## src/rtl/shifter_pkg.sv

```systemverilog
// shifter_pkg: shared definitions for the shifter sequencer.
//   SEL_* constants   : shifter function select encodings.
//   state_t           : sequencer FSM states.
//   shift_op_t        : one latched shifter operation.
//   ref_shift()       : reference result of a legalised operation, used by
//                       the sequencer's assertions.
package shifter_pkg;

    localparam logic [1:0] SEL_LEFT      = 2'd0;
    localparam logic [1:0] SEL_RIGHT     = 2'd1;
    localparam logic [1:0] SEL_SIGNEXT8  = 2'd2;
    localparam logic [1:0] SEL_SIGNEXT16 = 2'd3;

    typedef enum logic [1:0] {
        IDLE  = 2'd0,
        ISSUE = 2'd1,
        RESP  = 2'd2
    } state_t;

    typedef struct packed {
        logic [31:0] in;
        logic [4:0]  shft;
        logic [1:0]  sel;
        logic        arith;
    } shift_op_t;

    function automatic logic [31:0] ref_shift(input shift_op_t op);
        logic [31:0] r;
        case (op.sel)
            SEL_LEFT:     r = op.in << op.shft;
            SEL_RIGHT:    r = op.arith ? 32'($signed(op.in) >>> op.shft) : (op.in >> op.shft);
            SEL_SIGNEXT8: r = {{24{op.in[7]}}, op.in[7:0]};
            default:      r = {{16{op.in[15]}}, op.in[15:0]};
        endcase
        return r;
    endfunction

endpackage

```

## src/rtl/shifter_ctrl_arb.sv

```systemverilog
// rr_arbiter2: two-way arbiter with a round-robin pointer.
//   clk, rst    : clock, synchronous active-high reset.
//   request     : per-requester request.
//   fixed_prio  : 1 = requester 0 always wins; pointer is ignored.
//   advance     : a grant was taken this cycle; update the pointer.
//   grant       : one-hot grant, or 0 when nothing is requested.
// The pointer (last_q) holds the requester granted most recently; it resets
// to 1 so requester 0 wins the first contested arbitration.
module rr_arbiter2 (
    input  logic       clk,
    input  logic       rst,
    input  logic [1:0] request,
    input  logic       fixed_prio,
    input  logic       advance,
    output logic [1:0] grant
);

    logic last_q;
    logic last_d;

    always_comb begin
        grant = 2'b00;
        if (request == 2'b11 && !fixed_prio) begin
            // Contested: the requester not granted last time wins.
            grant = last_q ? 2'b01 : 2'b10;
        end else if (request[0]) begin
            grant = 2'b01;
        end else if (request[1]) begin
            grant = 2'b10;
        end

        last_d = last_q;
        if (advance) begin
            last_d = grant[1];
        end
    end

    always_ff @(posedge clk) begin
        if (rst) begin
            last_q <= 1'b1;
        end else begin
            last_q <= last_d;
        end
    end

endmodule

```

## src/rtl/shifter_ctrl.sv

```systemverilog
// shifter_ctrl: shares one external combinational 32-bit shifter between two
// requesters. One operation is in flight at a time: accept (IDLE), drive the
// shifter from registers and capture its output (ISSUE), return the result
// to the owner (RESP).
//   CLK, N_RST           : clock, synchronous active-high reset.
//   REQ_VALID/REQ_READY  : per-requester operation handshake.
//   REQ_IN/SHFT/SEL/ARITH: per-requester operation fields.
//   RSP_VALID/RSP_READY  : per-requester result handshake.
//   RSP_OUT              : shared result bus, valid for the RSP_VALID bit set.
//   SH_IN/SHFT/SEL/ARITH : to the shifter, always from the latched operation.
//   SH_OUT               : from the shifter.
// Handshakes: a transfer happens at a rising edge where valid and ready are
// both high on the same bit. REQ_READY is the arbiter grant in IDLE only and
// never depends on RSP_READY. RSP_VALID/RSP_OUT hold until the owner's
// RSP_READY; the non-owner's RSP_READY is ignored.
module shifter_ctrl
    import shifter_pkg::*;
#(
    parameter bit FIXED_PRIO = 1'b0
) (
    input  logic             CLK,
    input  logic             N_RST,
    input  logic [1:0]       REQ_VALID,
    output logic [1:0]       REQ_READY,
    input  logic [1:0][31:0] REQ_IN,
    input  logic [1:0][4:0]  REQ_SHFT,
    input  logic [1:0][1:0]  REQ_SEL,
    input  logic [1:0]       REQ_ARITH,
    output logic [1:0]       RSP_VALID,
    input  logic [1:0]       RSP_READY,
    output logic [31:0]      RSP_OUT,
    output logic [31:0]      SH_IN,
    output logic [4:0]       SH_SHFT,
    output logic [1:0]       SH_SEL,
    output logic             SH_ARITH,
    input  logic [31:0]      SH_OUT
);

    state_t      state_q, state_d;
    shift_op_t   op_q, op_d;
    logic [31:0] result_q, result_d;
    logic        owner_q, owner_d;

    logic [1:0]  grant;
    logic        handshake;
    logic        win;
    shift_op_t   req_op;

    rr_arbiter2 u_arb (
        .clk        (CLK),
        .rst        (N_RST),
        .request    (REQ_VALID),
        .fixed_prio (FIXED_PRIO),
        .advance    (handshake),
        .grant      (grant)
    );

    always_comb begin
        REQ_READY = (state_q == IDLE && !N_RST) ? grant : 2'b00;
    end

    assign handshake = |(REQ_VALID & REQ_READY);
    assign win       = REQ_READY[1];

    // Legalise the winner's fields on the way into the operand register:
    // ARITH only means something for right shifts, and sign extension ignores
    // the shift amount.
    always_comb begin
        req_op.in    = REQ_IN[win];
        req_op.sel   = REQ_SEL[win];
        req_op.shft  = (REQ_SEL[win] == SEL_SIGNEXT8 || REQ_SEL[win] == SEL_SIGNEXT16)
                       ? 5'd0 : REQ_SHFT[win];
        req_op.arith = REQ_ARITH[win] && (REQ_SEL[win] == SEL_RIGHT);
    end

    always_comb begin
        state_d  = state_q;
        op_d     = op_q;
        result_d = result_q;
        owner_d  = owner_q;
        case (state_q)
            IDLE: begin
                if (handshake) begin
                    op_d    = req_op;
                    owner_d = win;
                    state_d = ISSUE;
                end
            end
            ISSUE: begin
                result_d = SH_OUT;
                state_d  = RESP;
            end
            RESP: begin
                if (RSP_READY[owner_q]) begin
                    state_d = IDLE;
                end
            end
            default: state_d = IDLE;
        endcase
    end

    always_ff @(posedge CLK) begin
        if (N_RST) begin
            state_q  <= IDLE;
            op_q     <= '0;
            result_q <= '0;
            owner_q  <= 1'b0;
        end else begin
            state_q  <= state_d;
            op_q     <= op_d;
            result_q <= result_d;
            owner_q  <= owner_d;
        end
    end

    assign SH_IN     = op_q.in;
    assign SH_SHFT   = op_q.shft;
    assign SH_SEL    = op_q.sel;
    assign SH_ARITH  = op_q.arith;
    assign RSP_OUT   = result_q;
    assign RSP_VALID = (state_q == RESP) ? (owner_q ? 2'b10 : 2'b01) : 2'b00;

    a_req_ready_onehot0 : assert property (@(posedge CLK) $onehot0(REQ_READY));
    a_rsp_valid_onehot0 : assert property (@(posedge CLK) $onehot0(RSP_VALID));
    a_arith_only_right  : assert property (@(posedge CLK) SH_ARITH |-> (SH_SEL == SEL_RIGHT));
    a_result_matches    : assert property (@(posedge CLK) disable iff (N_RST)
                                           (state_q == RESP) |-> (RSP_OUT == ref_shift(op_q)));

endmodule

```

## config.mk

```make
export PLATFORM = sky130hd
export DESIGN_NAME = shifter_ctrl
export DESIGN_NICKNAME = d
export VERILOG_FILES = /design/src/rtl/shifter_pkg.sv /design/src/rtl/shifter_ctrl_arb.sv /design/src/rtl/shifter_ctrl.sv
export SDC_FILE = /design/constraint.sdc
export NUM_CORES = 1
export LEC_CHECK = 0
export BUFFER_PORTS_ARGS = -buffer_cell sky130_fd_sc_hd__buf_2
export CELL_PAD_IN_SITES_DETAIL_PLACEMENT = 0
export CELL_PAD_IN_SITES_GLOBAL_PLACEMENT = 2
export CORE_MARGIN = 2
export CORE_UTILIZATION = 23
export CTS_CLUSTER_DIAMETER = 50
export DETAILED_ROUTE_END_ITERATION = 10
export GPL_TIMING_DRIVEN = 0
export PLACE_DENSITY_LB_ADDON = 0.1
export SYNTH_ARGS = -nofsm -noshare
export SYNTH_HDL_FRONTEND = slang
export SYNTH_HIERARCHICAL = 1
export SYNTH_SLANG_ARGS = --single-unit
```

## constraint.sdc

```tcl
create_clock -name CLK -period 3.36 [get_ports CLK]
set_input_delay 1.008 -clock CLK [delete_from_list [all_inputs] [get_ports CLK]]
set_output_delay 1.008 -clock CLK [all_outputs]
set_load 0.02 [all_outputs]
```

==> summary.txt, run 1 <==
Outcome
  • Status: finished clean

Drt
  • Number of vias per cell: 4.45
  • Post-DRT Antenna Nets: 0
  • Drt wl/cell: 14.9 um
  • Routed via count: 3494
  • Initial DRC count: 92
  • Final WL: 11.7 mm
  • Drt pass-1 iters: 4
  • Remaining DRCs: 0

Final layout
  • Nets: 715
  • Share of cells above drive strength 1: 42.9%
  • Antenna fix cells: 0
  • Fillers: 1600
  • Area delta synth->final: 46.1%

Critical path
  • Worst reg2reg setup slack: 1.26 ns
  • Cell depth of the worst flop-to-flop path: 7
  • Crit-path max FO: 16
  • WP depth: 7
  • Type of the worst setup path: input port to output pin
  • Reg2reg start: u_arb/last_q
  • CP peak stage delay: 0.45 ns
  • Crit start category: input port
  • CP arrival: 2.26 ns
  • Setup crit start: REQ_VALID[0]
  • Worst-path cell chain: buf_2, o21ai_2, and2_4, or4b_4, buf_4, clkinv_8, buf_4
  • Worst setup EP type: output pin
  • Cell mode on critical path: buf_4
  • Delay-heaviest family, CP: simple AND/OR/NAND/NOR gates
  • Slowest cell on the critical path: or4b_4
  • CP bufs+invs: 4
  • CP required: 2.35 ns

STA
  • Clk_skew: 0.00339 ns
  • Fin. Hold Viols: 0
  • Final Cycle Share: 97.3%
  • Slew Viols, Final: 0
  • Slew headroom: 47.6%
  • Min cycle time layout: 3.27 ns
  • RSZ-0062 raised after global routing: false
  • F_max: 0.306 GHz
  • Worst-Margin Slew: 0.786 ns
  • Setup TNS: 0 ns
  • Setup violators final: 0

Placed design
  • DP HPWL: 8.56 mm
  • Buffers on Ports: 193
  • Placer Congestion: 0.720

Clock tree
  • CTS root buf: clkbuf_16
  • Clk_lat worst skew: 0.34 ns
  • Hold buffer count at cts: 0
  • CTS tree: yes
  • CTS HTree Levels: 3
  • CTS Sinks: 76
  • Total CTS buffers: 9
  • Clock Tree Buf Depth: 2
  • Worst-path clk slew: 0.06 ns

Power
  • Tot Pwr: 2.56 mW
  • Switching portion of total power: 26.8%
  • Sequential share of power: 38.5%
  • Psw: 685 uW
  • Int Power: 1.87 mW
  • Clock Power Share: 43.8%
  • Leak: 2.23 nW
  • Gate power share: 17.7%
  • VDD IR max: 294 uV
  • Pwr dens: 519 mW/mm^2

Global route
  • Vias in the first global route: 3584
  • Grt total ovfl: 0
  • First-pass GRT wire length: 18.7 mm
  • Total track usage: 15.1%
  • Initial antenna violation count: 0
  • Largest net degree at the start of global routing: 20

Yosys
  • Synth unique cells: 38
  • FF+latch count, synth: 76
  • Synth warnings: 6
  • Sequential area share after synthesis: 45.1%
  • Syn Std Cell Area: 0.00337 mm^2
  • Mapped Cells: 393
  • Mapped Avg Cell Area: 8.59 um^2

Floorplan
  • # IOs: 194
  • Die Area: 0.0157 mm^2
  • Width of the die: 125 um
  • Row cnt: 44
  • Die H: 125 um
  • Core Area: 0.0144 mm^2
  • Starting Density: 23.4%

Worst hold path
  • Hold crit path type: flip-flop to flip-flop
  • Hold Startpoint: RSP_OUT[14]
  • WHS Path Cells: 2

Flow run
  • Max-cap violations: 0
[registers in the layout (all words and copies together), names as in the netlist]
signal / count
state_q: 2
SH_ARITH: 1
RSP_OUT: 32
u_arb/last_q: 1
SH_SEL: 2
owner_q: 1
SH_SHFT: 5
SH_IN: 32
[cells in the mapped netlist]
master      n  share of area (%)
clkbuf_1   22                2.4
a21boi_1    1               0.22
o221a_2     1               0.33
o32ai_1     5                1.3
clkinv_4    1               0.26
nor2b_1     1               0.19
or3_1       1               0.19
nor3b_1     1               0.22
a22o_1      1               0.26
nand2_1   133                 15
nor2b_2     1               0.26
or4b_1      1               0.30
a21o_1      1               0.22
a21boi_0    1               0.22
buf_1       2               0.22
mux2_4      1               0.44
buf_2       6               0.89
buf_6       5                1.7
dfxtp_1    76                 45
o21a_1      1               0.22
nor2_1      1               0.11
o32a_1      1               0.30
nand3b_1    1               0.22
a311oi_2   29                 13
nor3_1      1               0.15
and2_1      4               0.74
inv_1       7               0.78
o32ai_2     1               0.48
conb_1      1               0.11
a311o_1     1               0.30
and3b_1     1               0.26
o21ai_1     1               0.15
a21oi_1    67                9.9
nand2b_1    2               0.37
and3_1      1               0.19
a311oi_1    4                1.0
buf_4       2               0.44
mux2i_1     6                1.8
[path summary, 6_finish.rpt]
check | endpoint
worst max register to register | SH_IN[19]
worst max-delay path | REQ_READY[1]
worst min register to register | RSP_OUT[14]
worst min-delay path | RSP_OUT[14]
[tightest hold or removal path, cell delays in order (launching register included)]
cell	delay [ns]
dfxtp_1	0.30
nand2_1	0.05
a21oi_1	0.05
[cell usage in the layout, fill, tap and decap left out, types with 2 or more instances in the layout]
cell type	count
clkinv_2	2
clkbuf_16	9
inv_1	7
buf_1	2
mux2i_1	6
nand2b_1	2
o32ai_1	5
buf_6	4
and2_1	3
nand2_1	133
bufinv_16	3
a311oi_1	4
dfxtp_1	76
a311oi_2	29
conb_1	2
a21oi_1	67
clkbuf_1	21
buf_4	5
buf_2	196
[cell type report]
cell class	instances	area [um^2]	share of cell area [%]
clock inverters	5	100	2.03
multi-input cells	273	1640	33.3
clock buffers	10	239	4.85
flip-flops and latches	76	1520	30.9
repair buffers	194	976	19.8
plain buffers	35	181	3.68
inverters	8	42.5	0.863
well taps	184	230	4.67
[stage by stage]
step | hold WS [ns] | cell area [um^2] | util (%) | worst slack [ns] | std cells
6_report | 0.451 | 4930 | 34.2 | 0.0913 | 785
5_1_grt | 0.472 | 4930 | 34.2 | 0.0208 | 785
3_3_place_gp | 0.439 | 4570 | 31.7 | -0.267 | 771
3_5_place_dp | 0.446 | 4570 | 31.7 | -0.303 | 771
2_1_floorplan | 0.517 | 3380 | - | 0.283 | 394
4_1_cts | 0.454 | 4910 | 34.1 | 0.0336 | 784
[metal layers]
metal	GRT usage [%]	up-vias	part of all wire [%]
met1	17.6	1589	43
met5	0	-	0
li1	-	1771	-
met3	6.12	15	8.7
met2	25.0	119	46
met4	5.16	0	1.8
[power groups by stage]
stage	combinational [mW]	clock (mW)	sequential (mW)
after floorplan	0.210	0	1.07
after global placement	0.456	0	1.00
after detailed placement	0.459	0	1.00
after CTS	0.460	1.17	0.986
after global routing	0.502	1.19	0.993
final	0.453	1.12	0.986
[kinds of logic after synthesis]
family | after synthesis | share of synthesized area, %
flip-flops | 76 | 45.1
buffers and inverters | 45 | 6.71
multiplexers | 7 | 2.22
AO/OA/AOI/OAI | 115 | 27.9
AND/OR/NAND/NOR | 149 | 18.0
other | 1 | 0.111
[what timing repair did]
action	4_1_cts	5_1_grt
buffers inserted	0	1
resized for setup	4	3
endpoints found under the setup margin	2	2
pin swaps	0	1
endpoints found under the hold margin	0	0
Note: power is estimated with default switching activity, not from simulation.
==> run 2, diff against run 1 <==
- REMOVE_ABC_BUFFERS: default -> 1
- SKIP_LAST_GASP: default -> 1
==> run 2 against run 1 <==
  * Design area rose by 0.36%
  * Sequential share of layout area is 0.11 points lower
  * Largest power group unchanged
  * Combinational power grew 3%
  * Critical path type unchanged
==> summary.txt, run 2 (synthesized netlist as in run 1, its figures left out) <==
Outcome
  • Status: finished clean (unchanged)

Critical path
  • Setup crit start: REQ_VALID[0] (unchanged)
  • Worst-path cell chain: buf_2, o21ai_2, and2_4, or4b_4, buf_12, clkinv_16, buf_4 (was buf_2, o21ai_2, and2_4, or4b_4, buf_4, clkinv_8, buf_4)
  • Reg2reg end: SH_IN[5] (was SH_IN[19])
  • Worst setup EP type: output pin (unchanged)
  • CP arrival: 2.27 ns (was 2.26 ns)
  • Type of the worst setup path: input port to output pin (unchanged)
  • CP bufs+invs: 4 (unchanged)
  • Crit start category: input port (unchanged)
  • CP peak stage delay: 0.48 ns (was 0.45 ns)
  • Reg2reg start: u_arb/last_q (unchanged)
  • Crit-path max FO: 34 (was 16)
  • Worst reg2reg setup slack: 0.82 ns (was 1.26 ns)
  • Cell depth of the worst flop-to-flop path: 6 (was 7)
  • Delay-heaviest family, CP: simple AND/OR/NAND/NOR gates (unchanged)
  • CP required: 2.35 ns (about the same)
  • Slowest cell on the critical path: or4b_4 (unchanged)

Drt
  • Number of vias per cell: 4.49 (was 4.45)
  • Remaining DRCs: 0 (unchanged)
  • Post-DRT Antenna Nets: 0 (unchanged)
  • Final WL: 11.5 mm (was 11.7 mm)
  • Routed via count: 3413 (was 3494)
  • Drt pass-1 iters: 4 (unchanged)
  • Drt wl/cell: 15.2 um (was 14.9 um)
  • Initial DRC count: 122 (was 92)

Clock tree
  • CTS HTree Levels: 3 (unchanged)
  • Clock Tree Buf Depth: 2 (unchanged)
  • Hold buffer count at cts: 0 (unchanged)
  • CTS root buf: clkbuf_16 (unchanged)
  • CTS Sinks: 76 (unchanged)
  • CTS tree: yes (unchanged)
  • Total CTS buffers: 9 (unchanged)
  • Worst-path clk slew: 0.06 ns (about the same)
  • Clk_lat worst skew: 0.34 ns (about the same)

Placed design
  • DP Area: 0.00452 mm^2 (was 0.00457 mm^2)
  • DP HPWL: 7.66 mm (was 8.56 mm)
  • Placed cells: 741 (was 771)
  • Placer Congestion: 0.689 (was 0.720)
  • Buffers on Ports: 193 (unchanged)

STA
  • Worst-Margin Slew: 1.37 ns (was 0.786 ns)
  • Slew headroom: 8.71% (was 47.6%)
  • F_max: 0.305 GHz (was 0.306 GHz)
  • Min cycle time layout: 3.28 ns (was 3.27 ns)
  • Final Cycle Share: 97.6% (was 97.3%)
  • Clk_skew: 0.00456 ns (was 0.00339 ns)
  • RSZ-0062 raised after global routing: false (unchanged)
  • Fin. Hold Viols: 0 (unchanged)
  • Setup violators final: 0 (unchanged)
  • Setup TNS: 0 ns (unchanged)
  • Slew Viols, Final: 0 (unchanged)

Floorplan
  • Die H: 125 um (unchanged)
  • Die Area: 0.0157 mm^2 (unchanged)
  • Starting Density: 23.4% (unchanged)
  • Width of the die: 125 um (unchanged)
  • # IOs: 194 (unchanged)
  • Row cnt: 44 (unchanged)
  • Core Area: 0.0144 mm^2 (unchanged)

Worst hold path
  • Min-Delay Endpoint: RSP_OUT[12] (was RSP_OUT[14])
  • Hold crit path type: flip-flop to flip-flop (unchanged)
  • Hold Startpoint: RSP_OUT[12] (was RSP_OUT[14])
  • WHS Path Cells: 2 (unchanged)

Final layout
  • Core Util, Final: 34.3% (was 34.2%)
  • Non-Filler Instances: 760 (was 785)
  • Most frequent cells in the layout: buf_2, nand2_1, dfxtp_1 (unchanged)
  • Design area: 0.00495 mm^2 (was 0.00493 mm^2)
  • Share of cells above drive strength 1: 45.1% (was 42.9%)
  • Antenna fix cells: 0 (unchanged)
  • Most common cell after layout, fill and taps aside: buf_2 (unchanged)
  • Area delta synth->final: 46.6% (was 46.1%)
  • Nets: 690 (was 715)
  • Fillers: 1555 (was 1600)

Flow run
  • Max-cap violations: 0 (unchanged)

Global route
  • Grt total ovfl: 0 (unchanged)
  • Total track usage: 14.8% (was 15.1%)
  • Vias in the first global route: 3345 (was 3584)
  • Largest net degree at the start of global routing: 73 (was 20)
  • First-pass GRT wire length: 18.3 mm (was 18.7 mm)
  • Initial antenna violation count: 0 (unchanged)

Power
  • Tot Pwr: 2.57 mW (was 2.56 mW)
  • Leak: 2.24 nW (was 2.23 nW)
  • VDD IR max: 197 uV (was 294 uV)
  • Pwr dens: 520 mW/mm^2 (was 519 mW/mm^2)
-- run 2: how the worst max path moves through the flow --
stage,endpoint,slack [ns],cells after the start
after floorplan,u_arb/last_q,-1.29,4
after global placement,u_arb/last_q,-4.73,5
after detailed placement,REQ_READY[1],-0.85,6
after CTS,REQ_READY[1],0.02,7
after global routing,REQ_READY[1],0.04,7
final,REQ_READY[1],0.08,7
-- run 2: where the power goes --
group / switching, mW / internal (mW) / leakage [nW] / total, mW
Clock: 0.384 / 0.739 / 0.168 / 1.12
Sequential: 0.0277 / 0.956 / 0.620 / 0.984
Combinational: 0.275 / 0.189 / 1.45 / 0.465
-- run 2: what timing repair did --
action / 4_1_cts / 5_1_grt
pin swaps: 2 / 0
endpoints found under the setup margin: 1 / 1
cloned: 1 / 0
resized for setup: 7 / 2
setup buffers: 4 / 0
endpoints found under the hold margin: 0 / 0
-- run 2: metal layers --
metal	GRT usage [%]	up-vias	share of wire, %
met4	4.18	0	1.3
li1	-	1714	-
met3	7.62	12	10
met5	0	-	0
met2	23.7	128	45
met1	17.5	1559	43
-- run 2: stage by stage --
| step | hold WS [ns] | setup slack, ns |
|---|---|---|
| detailed placement | 0.444 | -0.853 |
| global placement | 0.439 | -4.73 |
| global route | 0.468 | 0.0400 |
| floorplan | 0.511 | -1.29 |
| finish | 0.448 | 0.0804 |
| CTS | 0.453 | 0.0219 |
-- run 2: layout make-up --
cell class	count	area, um^2	area share [%]
Clock inverter	5	100	2.02
Clock buffer	10	239	4.83
Inverter	8	56.3	1.14
Sequential cell	76	1520	30.7
Tap cell	184	230	4.65
Timing Repair Buffer	204	1150	23.3
Multi-Input combinational cell	273	1650	33.4
-- run 2: worst min-delay path, delay by kind of cell, from the launching register on --
kind | cells | cell delay (ns)
DFF | 1 | 0.30
and+or+nand+nor | 1 | 0.05
AOI/OAI and AO/OA | 1 | 0.05
==> run 3, diff against run 2 <==
- GPL_TIMING_DRIVEN: 0 -> default
- RECOVER_POWER: default -> 25
==> run 3 against run 2 <==
  * Core utilization down 1.0 points
  * The flow now finishes with violations (max-capacitance violations, max-slew violations)
  * Critical path depth shrank 1
  * Largest power group unchanged
  * Fmax grew 4.7%
  * Total power is 2.7% lower
  * Flip-flop and latch count unchanged
  * Highest routed layer unchanged
  * Cell count up 0.26%
  * Clock power decreased by 4%
==> summary.txt, run 3 (synthesized netlist as in run 1, its figures left out) <==
Outcome
  • Status: finished, violations left (was finished clean)
  • Failing checks: max-capacitance violations, max-slew violations

Power
  • Pwr dens: 521 mW/mm^2 (was 520 mW/mm^2)
  • VDD IR max: 249 uV (was 197 uV)
  • Leak: 2.14 nW (was 2.24 nW)
  • Tot Pwr: 2.50 mW (was 2.57 mW)

Final layout
  • Nets: 691 (was 690)
  • Most frequent cells in the layout: buf_2, nand2_1, dfxtp_1 (unchanged)
  • Area delta synth->final: 42.2% (was 46.6%)
  • Share of cells above drive strength 1: 43.3% (was 45.1%)
  • Design area: 0.00480 mm^2 (was 0.00495 mm^2)
  • Antenna fix cells: 0 (unchanged)
  • Most common cell after layout, fill and taps aside: buf_2 (unchanged)

Drt
  • Final WL: 11.6 mm (was 11.5 mm)
  • Remaining DRCs: 0 (unchanged)
  • Number of vias per cell: 4.49 (about the same)
  • Routed via count: 3424 (was 3413)
  • Initial DRC count: 123 (was 122)
  • Drt wl/cell: 15.2 um (about the same)
  • Post-DRT Antenna Nets: 0 (unchanged)
  • Drt pass-1 iters: 4 (unchanged)

STA
  • Worst-Margin Slew: 1.91 ns (was 1.37 ns)
  • Fin. Hold Viols: 0 (unchanged)
  • Slew headroom: -27.3% (was 8.71%)
  • Clk_skew: 0.00388 ns (was 0.00456 ns)
  • Final Cycle Share: 93.2% (was 97.6%)
  • Min cycle time layout: 3.13 ns (was 3.28 ns)
  • Setup violators final: 0 (unchanged)
  • F_max: 0.319 GHz (was 0.305 GHz)
  • Slew Viols, Final: 71 (was 0)
  • RSZ-0062 raised after global routing: false (unchanged)

Critical path
  • CP required: 2.35 ns (about the same)
  • Crit start category: input port (unchanged)
  • Crit-path max FO: 2 (was 34)
  • CP arrival: 2.12 ns (was 2.27 ns)
  • Worst setup EP type: output pin (unchanged)
  • Type of the worst setup path: input port to output pin (unchanged)

Floorplan
  • # IOs: 194 (unchanged)
  • Row cnt: 44 (unchanged)
  • Width of the die: 125 um (unchanged)
  • Die H: 125 um (unchanged)
  • Die Area: 0.0157 mm^2 (unchanged)
  • Core Area: 0.0144 mm^2 (unchanged)
  • Starting Density: 23.4% (unchanged)

Clock tree
  • Clock Tree Buf Depth: 2 (unchanged)
  • CTS Sinks: 76 (unchanged)
  • Post-CTS Setup Bufs: 0 (was 4)
  • Total CTS buffers: 9 (unchanged)
  • CTS tree: yes (unchanged)
  • CTS HTree Levels: 3 (unchanged)
  • Worst-path clk slew: 0.06 ns (about the same)
  • Clk_lat worst skew: 0.34 ns (about the same)
  • CTS root buf: clkbuf_16 (unchanged)

Global route
  • Total track usage: 14.7% (was 14.8%)
  • Largest net degree at the start of global routing: 71 (was 73)
  • Vias in the first global route: 3384 (was 3345)
  • Initial antenna violation count: 0 (unchanged)
  • Grt total ovfl: 0 (unchanged)
  • First-pass GRT wire length: 18.2 mm (was 18.3 mm)

Placed design
  • DP Area: 0.00448 mm^2 (was 0.00452 mm^2)
  • Buffers on Ports: 193 (unchanged)
  • DP HPWL: 7.71 mm (was 7.66 mm)
  • Placer Congestion: 0.686 (was 0.689)

Worst hold path
  • Hold crit path type: flip-flop to flip-flop (unchanged)

Flow run
  • Max-cap violations: 1 (was 0)
[run 3: per-stage QoR]
stage          worst slack (ns)  cells  utilization, %  hold WS, ns  setup TNS, ns
6_report                  0.228    762            33.3        0.452              0
5_1_grt                   0.130    762            33.3        0.474              0
4_1_cts                  0.0208    762            33.4        0.453              0
3_5_place_dp             0.0219    746            31.1        0.444              0
3_3_place_gp             0.0332    746            31.1        0.439              0
2_1_floorplan             -1.29    357               -        0.511         -42.68
[run 3: worst paths after layout]
check	start	to	slack, ns	cells after the start
setup / recovery	REQ_VALID[0]	REQ_READY[1]	0.23	6
hold / removal	RSP_OUT[13]	RSP_OUT[13]	0.45	2
setup reg to reg	u_arb/last_q	SH_ARITH	1.25	6
hold reg to reg	RSP_OUT[13]	RSP_OUT[13]	0.45	2
[run 3: repair_timing]
| action | in CTS | in global routing |
|---|---|---|
| hold buffers | 0 | 0 |
| setup endpoints to repair | 0 | 1 |
| gates resized for setup | 0 | 1 |
[run 3: where the power goes]
| group | internal (mW) | switching (mW) |
|---|---|---|
| Combinational | 0.172 | 0.272 |
| Clock | 0.670 | 0.405 |
| Sequential | 0.956 | 0.0277 |
[run 3: final cells by class]
| type | instances | area [um^2] |
|---|---|---|
| well taps | 184 | 230 |
| flip-flops and latches | 76 | 1520 |
| clock inverters | 6 | 87.6 |
| inverters | 8 | 35.0 |
| repair buffers | 205 | 1040 |
| fillers | 1579 | 9630 |
| multi-input cells | 273 | 1640 |
| clock buffers | 10 | 239 |
[run 3: routing by layer]
layer | track usage (%) | wire, um
met1 | 18.6 | 5330
met3 | 5.22 | 948
met4 | 5.49 | 188
met2 | 23.2 | 5130
met5 | 0 | 0
[run 3: critical path: stages]
cell      delay [ns]
buf_2           0.11
o21ai_1         0.10
and2_1          0.16
or4b_4          0.50
clkinv_4        0.06
buf_2           0.18
